### config.mk
export PLATFORM = sky130hd
export DESIGN_NAME = muldiv_unit
export DESIGN_NICKNAME = d
export VERILOG_FILES = /design/src/rtl/muldiv_pkg.sv /design/src/rtl/muldiv_predecode.sv /design/src/rtl/muldiv_unit.sv
export SDC_FILE = /design/constraint.sdc
export NUM_CORES = 2
export LEC_CHECK = 0
export ABC_AREA = 0
export BUFFER_PORTS_ARGS = -buffer_cell sky130_fd_sc_hd__buf_2
export CAP_MARGIN = 0
export CORE_AREA = 2 2 247 249
export CTS_BUF_LIST = sky130_fd_sc_hd__clkbuf_16
export DETAILED_ROUTE_END_ITERATION = 16
export DIE_AREA = 0 0 249 251
export GPL_TIMING_DRIVEN = 1
export MAX_ROUTING_LAYER = met4
export PLACE_DENSITY_LB_ADDON = 0.05
export SKIP_LAST_GASP = 1
export SYNTH_ARGS = -nofsm -noshare
export SYNTH_HDL_FRONTEND = slang
export SYNTH_SLANG_ARGS = --single-unit
### constraint.sdc
create_clock -name clk -period 7.8 [get_ports clk]
set_clock_uncertainty 0.1 [all_clocks]
set_input_delay 1.56 -clock clk [delete_from_list [all_inputs] [get_ports clk]]
set_output_delay 1.56 -clock clk [all_outputs]
set_load 0.02 [all_outputs]
### src/rtl/muldiv_pkg.sv
// muldiv_pkg: shared definitions for the iterative multiply/divide unit.
//   XLEN_DEFAULT : default datapath width (32 or 64 are the legal widths)
//   op_e         : operation codes carried on the Op port (13-15 are illegal)
//   state_e      : control FSM states of muldiv_unit
package muldiv_pkg;

    localparam int XLEN_DEFAULT = 64;

    typedef enum logic [3:0] {
        OP_MUL    = 4'd0,
        OP_MULH   = 4'd1,
        OP_MULHSU = 4'd2,
        OP_MULHU  = 4'd3,
        OP_DIV    = 4'd4,
        OP_DIVU   = 4'd5,
        OP_REM    = 4'd6,
        OP_REMU   = 4'd7,
        OP_MULW   = 4'd8,
        OP_DIVW   = 4'd9,
        OP_DIVUW  = 4'd10,
        OP_REMW   = 4'd11,
        OP_REMUW  = 4'd12
    } op_e;

    typedef enum logic [1:0] {
        ST_IDLE = 2'd0,
        ST_CALC = 2'd1,
        ST_FIX  = 2'd2,
        ST_DONE = 2'd3
    } state_e;

endpackage

### src/rtl/muldiv_predecode.sv
// muldiv_predecode: combinational operand decode for muldiv_unit.
//   op_i        : operation code
//   src_a_i/b_i : raw operands
//   is_mul_o    : multiply family (else divide/remainder)
//   is_hi_o     : multiply returns the upper half of the product
//   is_rem_o    : divide family returns the remainder
//   is_w_o      : 32-bit word operation
//   a_neg_o/b_neg_o : operand is treated as signed and is negative
//   a_mag_o/b_mag_o : operand magnitudes after word extension
//   a_res_o     : dividend as it appears in a result (word ops sign-extended)
//   div_zero_o, overflow_o, illegal_o : early-completion conditions
module muldiv_predecode
    import muldiv_pkg::*;
#(
    parameter int XLEN = XLEN_DEFAULT
) (
    input  logic [3:0]      op_i,
    input  logic [XLEN-1:0] src_a_i,
    input  logic [XLEN-1:0] src_b_i,
    output logic            is_mul_o,
    output logic            is_hi_o,
    output logic            is_rem_o,
    output logic            is_w_o,
    output logic            a_neg_o,
    output logic            b_neg_o,
    output logic [XLEN-1:0] a_mag_o,
    output logic [XLEN-1:0] b_mag_o,
    output logic [XLEN-1:0] a_res_o,
    output logic            div_zero_o,
    output logic            overflow_o,
    output logic            illegal_o
);

    localparam logic [XLEN-1:0] MIN_NEG = {1'b1, {(XLEN-1){1'b0}}};

    function automatic logic [XLEN-1:0] ext32(input logic [31:0] v, input logic sgn);
        ext32 = {XLEN{sgn & v[31]}};
        ext32[31:0] = v;
    endfunction

    logic            a_signed;
    logic            b_signed;
    logic [XLEN-1:0] a_ext;
    logic [XLEN-1:0] b_ext;
    logic            ovf_pattern;

    always_comb begin
        is_mul_o  = 1'b0;
        is_hi_o   = 1'b0;
        is_rem_o  = 1'b0;
        is_w_o    = 1'b0;
        illegal_o = 1'b0;
        a_signed  = 1'b0;
        b_signed  = 1'b0;
        case (op_i)
            OP_MUL:    is_mul_o = 1'b1;
            OP_MULH:   begin is_mul_o = 1'b1; is_hi_o = 1'b1; a_signed = 1'b1; b_signed = 1'b1; end
            OP_MULHSU: begin is_mul_o = 1'b1; is_hi_o = 1'b1; a_signed = 1'b1; end
            OP_MULHU:  begin is_mul_o = 1'b1; is_hi_o = 1'b1; end
            OP_DIV:    begin a_signed = 1'b1; b_signed = 1'b1; end
            OP_DIVU:   ;
            OP_REM:    begin is_rem_o = 1'b1; a_signed = 1'b1; b_signed = 1'b1; end
            OP_REMU:   is_rem_o = 1'b1;
            // Word ops only exist on a 64-bit datapath.
            OP_MULW:   if (XLEN == 32) illegal_o = 1'b1;
                       else begin is_w_o = 1'b1; is_mul_o = 1'b1; end
            OP_DIVW:   if (XLEN == 32) illegal_o = 1'b1;
                       else begin is_w_o = 1'b1; a_signed = 1'b1; b_signed = 1'b1; end
            OP_DIVUW:  if (XLEN == 32) illegal_o = 1'b1;
                       else is_w_o = 1'b1;
            OP_REMW:   if (XLEN == 32) illegal_o = 1'b1;
                       else begin is_w_o = 1'b1; is_rem_o = 1'b1; a_signed = 1'b1; b_signed = 1'b1; end
            OP_REMUW:  if (XLEN == 32) illegal_o = 1'b1;
                       else begin is_w_o = 1'b1; is_rem_o = 1'b1; end
            default:   illegal_o = 1'b1;
        endcase

        a_ext = is_w_o ? ext32(src_a_i[31:0], a_signed) : src_a_i;
        b_ext = is_w_o ? ext32(src_b_i[31:0], b_signed) : src_b_i;

        a_neg_o = a_signed & a_ext[XLEN-1];
        b_neg_o = b_signed & b_ext[XLEN-1];
        a_mag_o = a_neg_o ? -a_ext : a_ext;
        b_mag_o = b_neg_o ? -b_ext : b_ext;
        a_res_o = is_w_o ? ext32(src_a_i[31:0], 1'b1) : src_a_i;

        // Most-negative / -1 is checked on the raw word for W ops, since the
        // sign-extended word is not the XLEN-wide most-negative value.
        ovf_pattern = is_w_o ? (src_a_i[31:0] == 32'h8000_0000 && src_b_i[31:0] == 32'hFFFF_FFFF)
                             : (src_a_i == MIN_NEG && src_b_i == {XLEN{1'b1}});

        div_zero_o = ~is_mul_o & ~illegal_o & (b_ext == '0);
        overflow_o = ~is_mul_o & ~illegal_o & a_signed & b_signed & ovf_pattern;
    end

endmodule

### src/rtl/muldiv_unit.sv
// muldiv_unit: radix-2 iterative integer multiply/divide unit.
//   clk, reset   : clock and synchronous active-high reset
//   Start        : request; Op/SrcA/SrcB are captured on the accepting edge
//   Flush        : abort any in-flight operation
//   Op           : operation code (muldiv_pkg::op_e)
//   SrcA, SrcB   : operands
//   Busy         : high while an operation iterates (CALC) or is corrected (FIX)
//   Done         : one-cycle pulse, Result is valid in that cycle
//   Result       : last result, kept until a later operation completes
//   dbg_state_o  : current FSM state for observation
//
// Handshake: an edge with Start=1, Busy=0, Flush=0 and reset=0 accepts the
// request (this includes the Done cycle). Start at any other edge is dropped.
// Done rises N+2 cycles after the accept (N = 32 for word ops, XLEN
// otherwise), or one cycle after it for divide-by-zero, signed overflow and
// illegal codes, which skip the iteration entirely.
module muldiv_unit
    import muldiv_pkg::*;
#(
    parameter int XLEN = XLEN_DEFAULT
) (
    input  logic            clk,
    input  logic            reset,
    input  logic            Start,
    input  logic            Flush,
    input  logic [3:0]      Op,
    input  logic [XLEN-1:0] SrcA,
    input  logic [XLEN-1:0] SrcB,
    output logic            Busy,
    output logic            Done,
    output logic [XLEN-1:0] Result,
    output logic [1:0]      dbg_state_o
);

    localparam int CW      = $clog2(XLEN) + 1;
    localparam int W_SHIFT = XLEN - 32;

    function automatic logic [XLEN-1:0] sext32(input logic [31:0] v);
        sext32 = {XLEN{v[31]}};
        sext32[31:0] = v;
    endfunction

    logic            pd_is_mul, pd_is_hi, pd_is_rem, pd_is_w;
    logic            pd_a_neg, pd_b_neg;
    logic [XLEN-1:0] pd_a_mag, pd_b_mag, pd_a_res;
    logic            pd_div_zero, pd_overflow, pd_illegal;

    muldiv_predecode #(.XLEN(XLEN)) u_predecode (
        .op_i       (Op),
        .src_a_i    (SrcA),
        .src_b_i    (SrcB),
        .is_mul_o   (pd_is_mul),
        .is_hi_o    (pd_is_hi),
        .is_rem_o   (pd_is_rem),
        .is_w_o     (pd_is_w),
        .a_neg_o    (pd_a_neg),
        .b_neg_o    (pd_b_neg),
        .a_mag_o    (pd_a_mag),
        .b_mag_o    (pd_b_mag),
        .a_res_o    (pd_a_res),
        .div_zero_o (pd_div_zero),
        .overflow_o (pd_overflow),
        .illegal_o  (pd_illegal)
    );

    state_e            state_q;
    logic              busy_q, done_q;
    logic [XLEN-1:0]   result_q;
    logic [CW-1:0]     cnt_q;
    // Multiply: {partial product high, multiplier / product low}.
    // Divide:   {partial remainder, dividend shifting out / quotient in}.
    logic [2*XLEN-1:0] acc_q;
    // Multiplicand for multiply, divisor magnitude for divide.
    logic [XLEN-1:0]   opnd_q;
    logic              is_mul_q, is_hi_q, is_rem_q, is_w_q, neg_q;

    logic [2*XLEN-1:0] load_acc_d;
    logic [XLEN-1:0]   load_opnd_d;
    logic [CW-1:0]     load_cnt_d;
    logic              load_neg_d;
    logic [XLEN-1:0]   bypass_result_d;
    logic [XLEN:0]     mul_sum;
    logic [XLEN:0]     div_sh;
    logic [XLEN:0]     div_diff;
    logic              div_ge;
    logic [2*XLEN-1:0] step_acc_d;
    logic [2*XLEN-1:0] prod_fix;
    logic [XLEN-1:0]   div_mag;
    logic [XLEN-1:0]   div_fix;
    logic [XLEN-1:0]   fix_result_d;

    always_comb begin
        // Word divides park the 32-bit dividend at the top of the low half so
        // that 32 shifts bring every dividend bit into the remainder.
        load_acc_d  = '0;
        load_acc_d[XLEN-1:0] = pd_is_mul ? pd_b_mag
                             : (pd_is_w ? (pd_a_mag << W_SHIFT) : pd_a_mag);
        load_opnd_d = pd_is_mul ? pd_a_mag : pd_b_mag;
        load_cnt_d  = pd_is_w ? CW'(31) : CW'(XLEN - 1);
        load_neg_d  = pd_is_rem ? pd_a_neg : (pd_a_neg ^ pd_b_neg);

        bypass_result_d = '0;
        if (pd_illegal)       bypass_result_d = '0;
        else if (pd_div_zero) bypass_result_d = pd_is_rem ? pd_a_res : {XLEN{1'b1}};
        else if (pd_overflow) bypass_result_d = pd_is_rem ? '0 : pd_a_res;

        // Shift-add step: add the multiplicand when the multiplier LSB is set,
        // then shift the whole accumulator right keeping the carry.
        mul_sum = {1'b0, acc_q[2*XLEN-1:XLEN]} + (acc_q[0] ? {1'b0, opnd_q} : '0);

        // Restoring step: shift in the next dividend bit, subtract if it fits.
        // The shifted remainder is below twice the divisor, so the top bit of
        // the difference is a valid borrow.
        div_sh   = {acc_q[2*XLEN-1:XLEN], acc_q[XLEN-1]};
        div_diff = div_sh - {1'b0, opnd_q};
        div_ge   = ~div_diff[XLEN];

        step_acc_d = is_mul_q ? {mul_sum, acc_q[XLEN-1:1]}
                              : {(div_ge ? div_diff[XLEN-1:0] : div_sh[XLEN-1:0]),
                                 acc_q[XLEN-2:0], div_ge};

        prod_fix = neg_q ? -acc_q : acc_q;
        div_mag  = is_rem_q ? acc_q[2*XLEN-1:XLEN] : acc_q[XLEN-1:0];
        div_fix  = neg_q ? -div_mag : div_mag;

        // A 32-step word multiply leaves its product shifted up by XLEN-32.
        if (is_mul_q) begin
            if (is_w_q)       fix_result_d = sext32(acc_q[XLEN-1:XLEN-32]);
            else if (is_hi_q) fix_result_d = prod_fix[2*XLEN-1:XLEN];
            else              fix_result_d = prod_fix[XLEN-1:0];
        end else begin
            fix_result_d = is_w_q ? sext32(div_fix[31:0]) : div_fix;
        end
    end

    always_ff @(posedge clk) begin
        if (reset) begin
            state_q  <= ST_IDLE;
            busy_q   <= 1'b0;
            done_q   <= 1'b0;
            result_q <= '0;
            cnt_q    <= '0;
            acc_q    <= '0;
            opnd_q   <= '0;
            is_mul_q <= 1'b0;
            is_hi_q  <= 1'b0;
            is_rem_q <= 1'b0;
            is_w_q   <= 1'b0;
            neg_q    <= 1'b0;
        end else if (Flush) begin
            // Abort: Result keeps its last completed value.
            state_q <= ST_IDLE;
            busy_q  <= 1'b0;
            done_q  <= 1'b0;
        end else begin
            case (state_q)
                ST_IDLE, ST_DONE: begin
                    state_q <= ST_IDLE;
                    done_q  <= 1'b0;
                    if (Start) begin
                        if (pd_div_zero || pd_overflow || pd_illegal) begin
                            result_q <= bypass_result_d;
                            state_q  <= ST_DONE;
                            done_q   <= 1'b1;
                        end else begin
                            state_q  <= ST_CALC;
                            busy_q   <= 1'b1;
                            acc_q    <= load_acc_d;
                            opnd_q   <= load_opnd_d;
                            cnt_q    <= load_cnt_d;
                            is_mul_q <= pd_is_mul;
                            is_hi_q  <= pd_is_hi;
                            is_rem_q <= pd_is_rem;
                            is_w_q   <= pd_is_w;
                            neg_q    <= load_neg_d;
                        end
                    end
                end
                ST_CALC: begin
                    acc_q <= step_acc_d;
                    if (cnt_q == '0) state_q <= ST_FIX;
                    else             cnt_q   <= cnt_q - 1'b1;
                end
                ST_FIX: begin
                    result_q <= fix_result_d;
                    state_q  <= ST_DONE;
                    busy_q   <= 1'b0;
                    done_q   <= 1'b1;
                end
                default: begin
                    state_q <= ST_IDLE;
                    busy_q  <= 1'b0;
                    done_q  <= 1'b0;
                end
            endcase
        end
    end

    assign Busy        = busy_q;
    assign Done        = done_q;
    assign Result      = result_q;
    assign dbg_state_o = state_q;

endmodule

# Word level (Yosys, flattened, before mapping)
# Cells that the tools add are included.
# totals
output_inout_bits,68
latchBits,0
input_bits,136
regBits,272
mem_bits_ro,0
mem_count,0
ramBits,0
word_cells,134
# op_classes
n_addsub,7
mul,0
div,0
bitwise,14
eq_ne,24
reduce_logical,24
muxes,53
order_cmp,0
shifts,0
# ops
op,count
64-bit 2-to-1 mux,23
128-bit 2-to-1 mux,4
128-bit case mux with 2 select lines,1
64-bit negation,3
64-bit == test (second input constant),2
128-bit negation,1
64-bit case mux with 2 select lines,1
64-bit by 64-bit adder with 65-bit output,1
65-bit by 64-bit subtractor with 65-bit output,1
32-bit == test (second input constant),2
64-bit zero test,1
7-bit 2-to-1 mux,3
4-bit == test (second input constant),5
4-bit by 3-bit == test with 1-bit output (second input constant),4
5-bit OR reduction,3
7-bit case mux with 2 select lines,1
1-bit 2-to-1 mux,13
13-bit OR reduction,1
4-bit AND reduction,3
2-bit inequality test (second input constant),5
1-bit AND,9
4-bit by 2-bit == test with 1-bit output (second input constant),2
7-bit zero test,1
7-bit by 1-bit subtractor with 7-bit output (second input constant),1
20 further kinds,31

# Longest topological paths before layout
# logic_depth
word_depth,14
depth_mapped,22

# By module
# From an unflattened synthesis, not the netlist that was laid out.
# unflattened
hier_cells,4921
area_unflattened_um2,33881.2
# modules_own_cells
module,area_per_inst_um2,cells_each,instances
muldiv_unit,29300.6,4145,1
muldiv_predecode,4580.6,776,1

# Worst setup path before layout
# Ideal clock, no wire load.
# synth_timing
path_type,flip-flop to flip-flop
start,reg is_rem_q
end,reg result_q[60] (netlist: Result[60])
path_stages_with_launch,22
arrival_ps,5059
required_time_ps,7622
setup_ps,78
slack_ps,2563
synth_period_minus_slack_ps,5237
path_buffers,9
cell_sequence,dfxtp_1 buf_2 buf_2 buf_2 buf_1 clkbuf_1 buf_2 buf_2 buf_2 mux2i_1 ha_1 o221ai_1 nor4b_1 nand3_1 or4_1 buf_2 o41ai_1 xor2_1 nand2_1 a21oi_1 a211oi_1 nor3_1
# synth_between
elab_chain_len,6
# synth_rtl
item,line,text
from (decl),muldiv_unit.sv:75,"logic is_mul_q, is_hi_q, is_rem_q, is_w_q, neg_q;"
from (signal assigned),muldiv_unit.sv:173,is_rem_q <= pd_is_rem;
64-bit 2-to-1 mux (*),muldiv_unit.sv:123,div_mag = is_rem_q ? acc_q[2*XLEN-1:XLEN] : acc_q[XLEN-1:0];
64-bit negation,muldiv_unit.sv:124,div_fix = neg_q ? -div_mag : div_mag;
64-bit 2-to-1 mux (*),muldiv_unit.sv:124,
64-bit 2-to-1 mux (*),muldiv_unit.sv:132,fix_result_d = is_w_q ? sext32(div_fix[31:0]) : div_fix;
64-bit 2-to-1 mux (*),muldiv_unit.sv:127,if (is_mul_q) begin
64-bit case mux with 2 select lines (*),muldiv_unit.sv:156,case (state_q)
to (signal assigned),muldiv_unit.sv:162,result_q <= bypass_result_d;
to (signal assigned),muldiv_unit.sv:185,result_q <= fix_result_d;
to (decl),muldiv_unit.sv:68,logic [XLEN-1:0] result_q;
# Mark *: on every way between the ends. The rest lies on a longest branch, timed or not.
# A chain may end at the register's enable or synchronous reset.

# Worst setup path in the final report
# layout_timing
start,reg acc_q[0]
end,reg result_q[38] (netlist: Result[38])
# layout_between
elab_chain_len,6
elab_cells_between_ends,10
# layout_rtl
item,line,text
from (decl),muldiv_unit.sv:72,logic [2*XLEN-1:0] acc_q;
from (signal assigned),muldiv_unit.sv:168,acc_q <= load_acc_d;
from (signal assigned),muldiv_unit.sv:180,acc_q <= step_acc_d;
128-bit negation / 64-bit 2-to-1 mux (equally long branches),"muldiv_unit.sv:122, muldiv_unit.sv:123",
128-bit 2-to-1 mux / 64-bit negation (equally long branches),"muldiv_unit.sv:122, muldiv_unit.sv:124",
"64-bit 2-to-1 mux, on equally long branches","muldiv_unit.sv:129, muldiv_unit.sv:124",
"64-bit 2-to-1 mux, on equally long branches","muldiv_unit.sv:128, muldiv_unit.sv:132",
64-bit 2-to-1 mux (*),muldiv_unit.sv:127,
64-bit case mux with 2 select lines (*),muldiv_unit.sv:156,
# Marked as above.

==> results.cfg <==
[outcome]
status = completed

[power_and_ir_drop]
p_leak_nw = 12.97
ir_drop_v = 0.0001827
power_density_nw_per_um2 = 151.3

[setup_path]
required_ps = 8150
end_kind = flip-flop
crit_arrival_ps = 6030
path_delay_family = simple AND/OR/NAND/NOR gates
crit_top_cell = nand4_1
slowest_delay_ps = 960
crit_path_top_delay_cell = nor4_1
path_class = reg2reg
cp_max_fo = 23
crit_path_start_kind = flip-flop
cp_cell_sequence = inv_2 -> ha_1 -> nand4_1 -> or4_4 -> nor3_1 -> nand4_1 -> nor4_1 -> a31o_2 -> xnor2_1 -> a221oi_1 -> a211oi_1 -> a221o_1
path_buf_inv = 1

[worst_hold_path]
hp-class = reg2reg

[finish]
area_growth_pct = 6.703
drive_above_1_share = 0.09340
postLayoutCoreUtil = 0.5823
finalNetCount = 4930
fin_cells = 5469
stdcell_area_um2 = 34820

[route]
vias = 37880
drt_first_pass_iters = 7
routed_via_density = 6.926
drtIter0Drc = 6639
wl_per_cell_um = 27.27
drt.antenna.violating_nets = 0
wirelength_um = 149100
drc = 0

[logic_synthesis]
syn_inst = 4751
synth_commonest_cells = nand2_1, nor2_1, a21oi_1
synth.most_common_cell = nand2_1
ys_top_cells_by_area = dfxtp_1, a21oi_1, nand2_1
ys_warn_count = 0
syn-cell-area_um2 = 32630
syn_area_per_cell_um2 = 6.868
synth_edf_count = 0
syn_nets = 5027
synth_seq_cells = 272
synth-main-ff-cell = dfxtp_1
synth_cell_type_count = 96
synth_top_area_share = 0.1669
synth.largest_area_cell = dfxtp_1
async_reset_ff_frac = 0
ys_seq_area_frac = 0.1669

[sta]
rsz0062_at_grt = false
hold_slack_ps = 350.7
slew_violations = 0
worst_pin_slew_ps = 1230
setup_viol = 0
max_freq_ghz = 0.1761
fin_crit_ps = 5679
final-hold-violation-count = 0
slew-limit-headroom = 0.1802
finalCritPeriodShare = 0.7280
setup-tns-final_ps = 0

[global_route]
grt-ovfl-total = 0
grt_max_degree = 102
first_global_vias = 33590
grt_pass1_wl_um = 219100
track_usage = 0.4705
antenna_found_initial = 6

[clocking]
post_cts_buffers = 0
clock-root-buffer = clkbuf_16
cts.sinks = 272
cts_buffers = 36
cts_buffer_depth = 3
insertion_delay_ps = 580
cts.htree.levels = 2
cts_tree = done
cts.reportedPaths.clkPinSlew_ps = 60
cts_resized = 0
hold_buffers = 0

[place]
placedCellCount = 5398
dp_hpwl_um = 114200
placed_area_um2 = 33680
globalplace.congestion = 1.077
port_buffers = 203

[floorplan]
rows = 90
die_w_um = 249
initial_core_util = 0.5457
core_um2 = 59790
ios = 204
die_y_um = 251
fp.dieArea_um2 = 62500

[job]
maxCapViolCount = 0
-- stage by stage --
step,setup slack [ps],power [mW]
after global routing,1900,5.431
final,2121,5.267
after detailed placement,1796,3.542
after CTS,2337,5.162
after global placement,1931,3.544
after floorplan,2563,2.868
-- worst paths after layout --
check        slack [ps]         end  depth (start not counted)  startpoint
max                2120  Result[38]                         12    acc_q[0]
max reg2reg        2120  Result[38]                         12    acc_q[0]
min                 350  opnd_q[25]                          2  opnd_q[25]
min reg2reg         350  opnd_q[25]                          2  opnd_q[25]
-- placed cells by master, fill, tap and decap left out, types with 66 or more instances in the layout --
master	netlist	routed
inv_1	125	134
buf_2	23	202
nand3_1	87	87
a211oi_1	99	99
dfxtp_1	272	268
xnor2_1	204	204
nand2_1	555	553
mux2i_1	196	196
a21o_1	66	66
nor3_1	115	114
a21oi_1	427	423
o31ai_1	66	66
xor2_1	167	167
ha_1	138	137
nor2_1	467	466
o211ai_1	71	71
buf_4	2	69
o21ai_0	363	363
-- worst register-to-register path, delay by kind of cell, from the launching register on --
| family | cells | cell delay [ps] |
|---|---|---|
| buffers and inverters | 1 | 600 |
| AOI/OAI and AO/OA | 4 | 1280 |
| xor gates and xnor gates | 1 | 120 |
| DFF | 1 | 500 |
| and+or+nand+nor | 5 | 2570 |
| adders and majority gates | 1 | 400 |
-- layer usage --
layer  share of wire  global-route usage  vias up
met5               0                   -        -
met4           0.055              0.2182        0
met3            0.13              0.1133      389
met2            0.40              0.6554     2598
met1            0.41              0.6364    17700
li1                -                   -    17190
-- sequential cells by signal, summed over array words and instances, names as in the netlist --
name         cells
Result          64
opnd_q          64
Done             1
dbg_state_o      2
cnt_q            7
neg_q            1
is_hi_q          1
acc_q          128
is_w_q           1
is_rem_q         1
is_mul_q         1
Busy             1
-- report_power, final --
part / leakage (nW) / total (mW) / internal [mW] / switching, mW
clock: 0.579 / 1.65 / 0.939 / 0.706
combinational: 10.2 / 1.98 / 0.649 / 1.33
sequential: 2.21 / 1.64 / 1.47 / 0.168
-- layout make-up --
cell class / instances / area, µm²
clock buffer: 36 / 900.9
clock inverter: 27 / 212.7
fill: 5964 / 24980
antenna: 8 / 20.02
sequential: 272 / 5458
timing repair buffer: 272 / 1549
tap: 782 / 978.4
multi-input combinational: 3945 / 25220
inverter: 127 / 476.7
-- logic make-up (layout without fill, tap and decap cells) --
| family | count (synthesis) | count (layout) | share of synthesized area |
|---|---|---|---|
| xor gates and xnor gates | 371 | 371 | 0.09959 |
| other | 0 | 8 | 0 |
| buffers and inverters | 534 | 462 | 0.06331 |
| adders and majority gates | 140 | 140 | 0.05415 |
| AOI/OAI and AO/OA | 1559 | 1559 | 0.3065 |
| and+or+nand+nor | 1653 | 1653 | 0.2405 |
| muxes | 222 | 222 | 0.06910 |
| DFF | 272 | 272 | 0.1669 |
No activity file was read; power rests on OpenSTA's default activity.
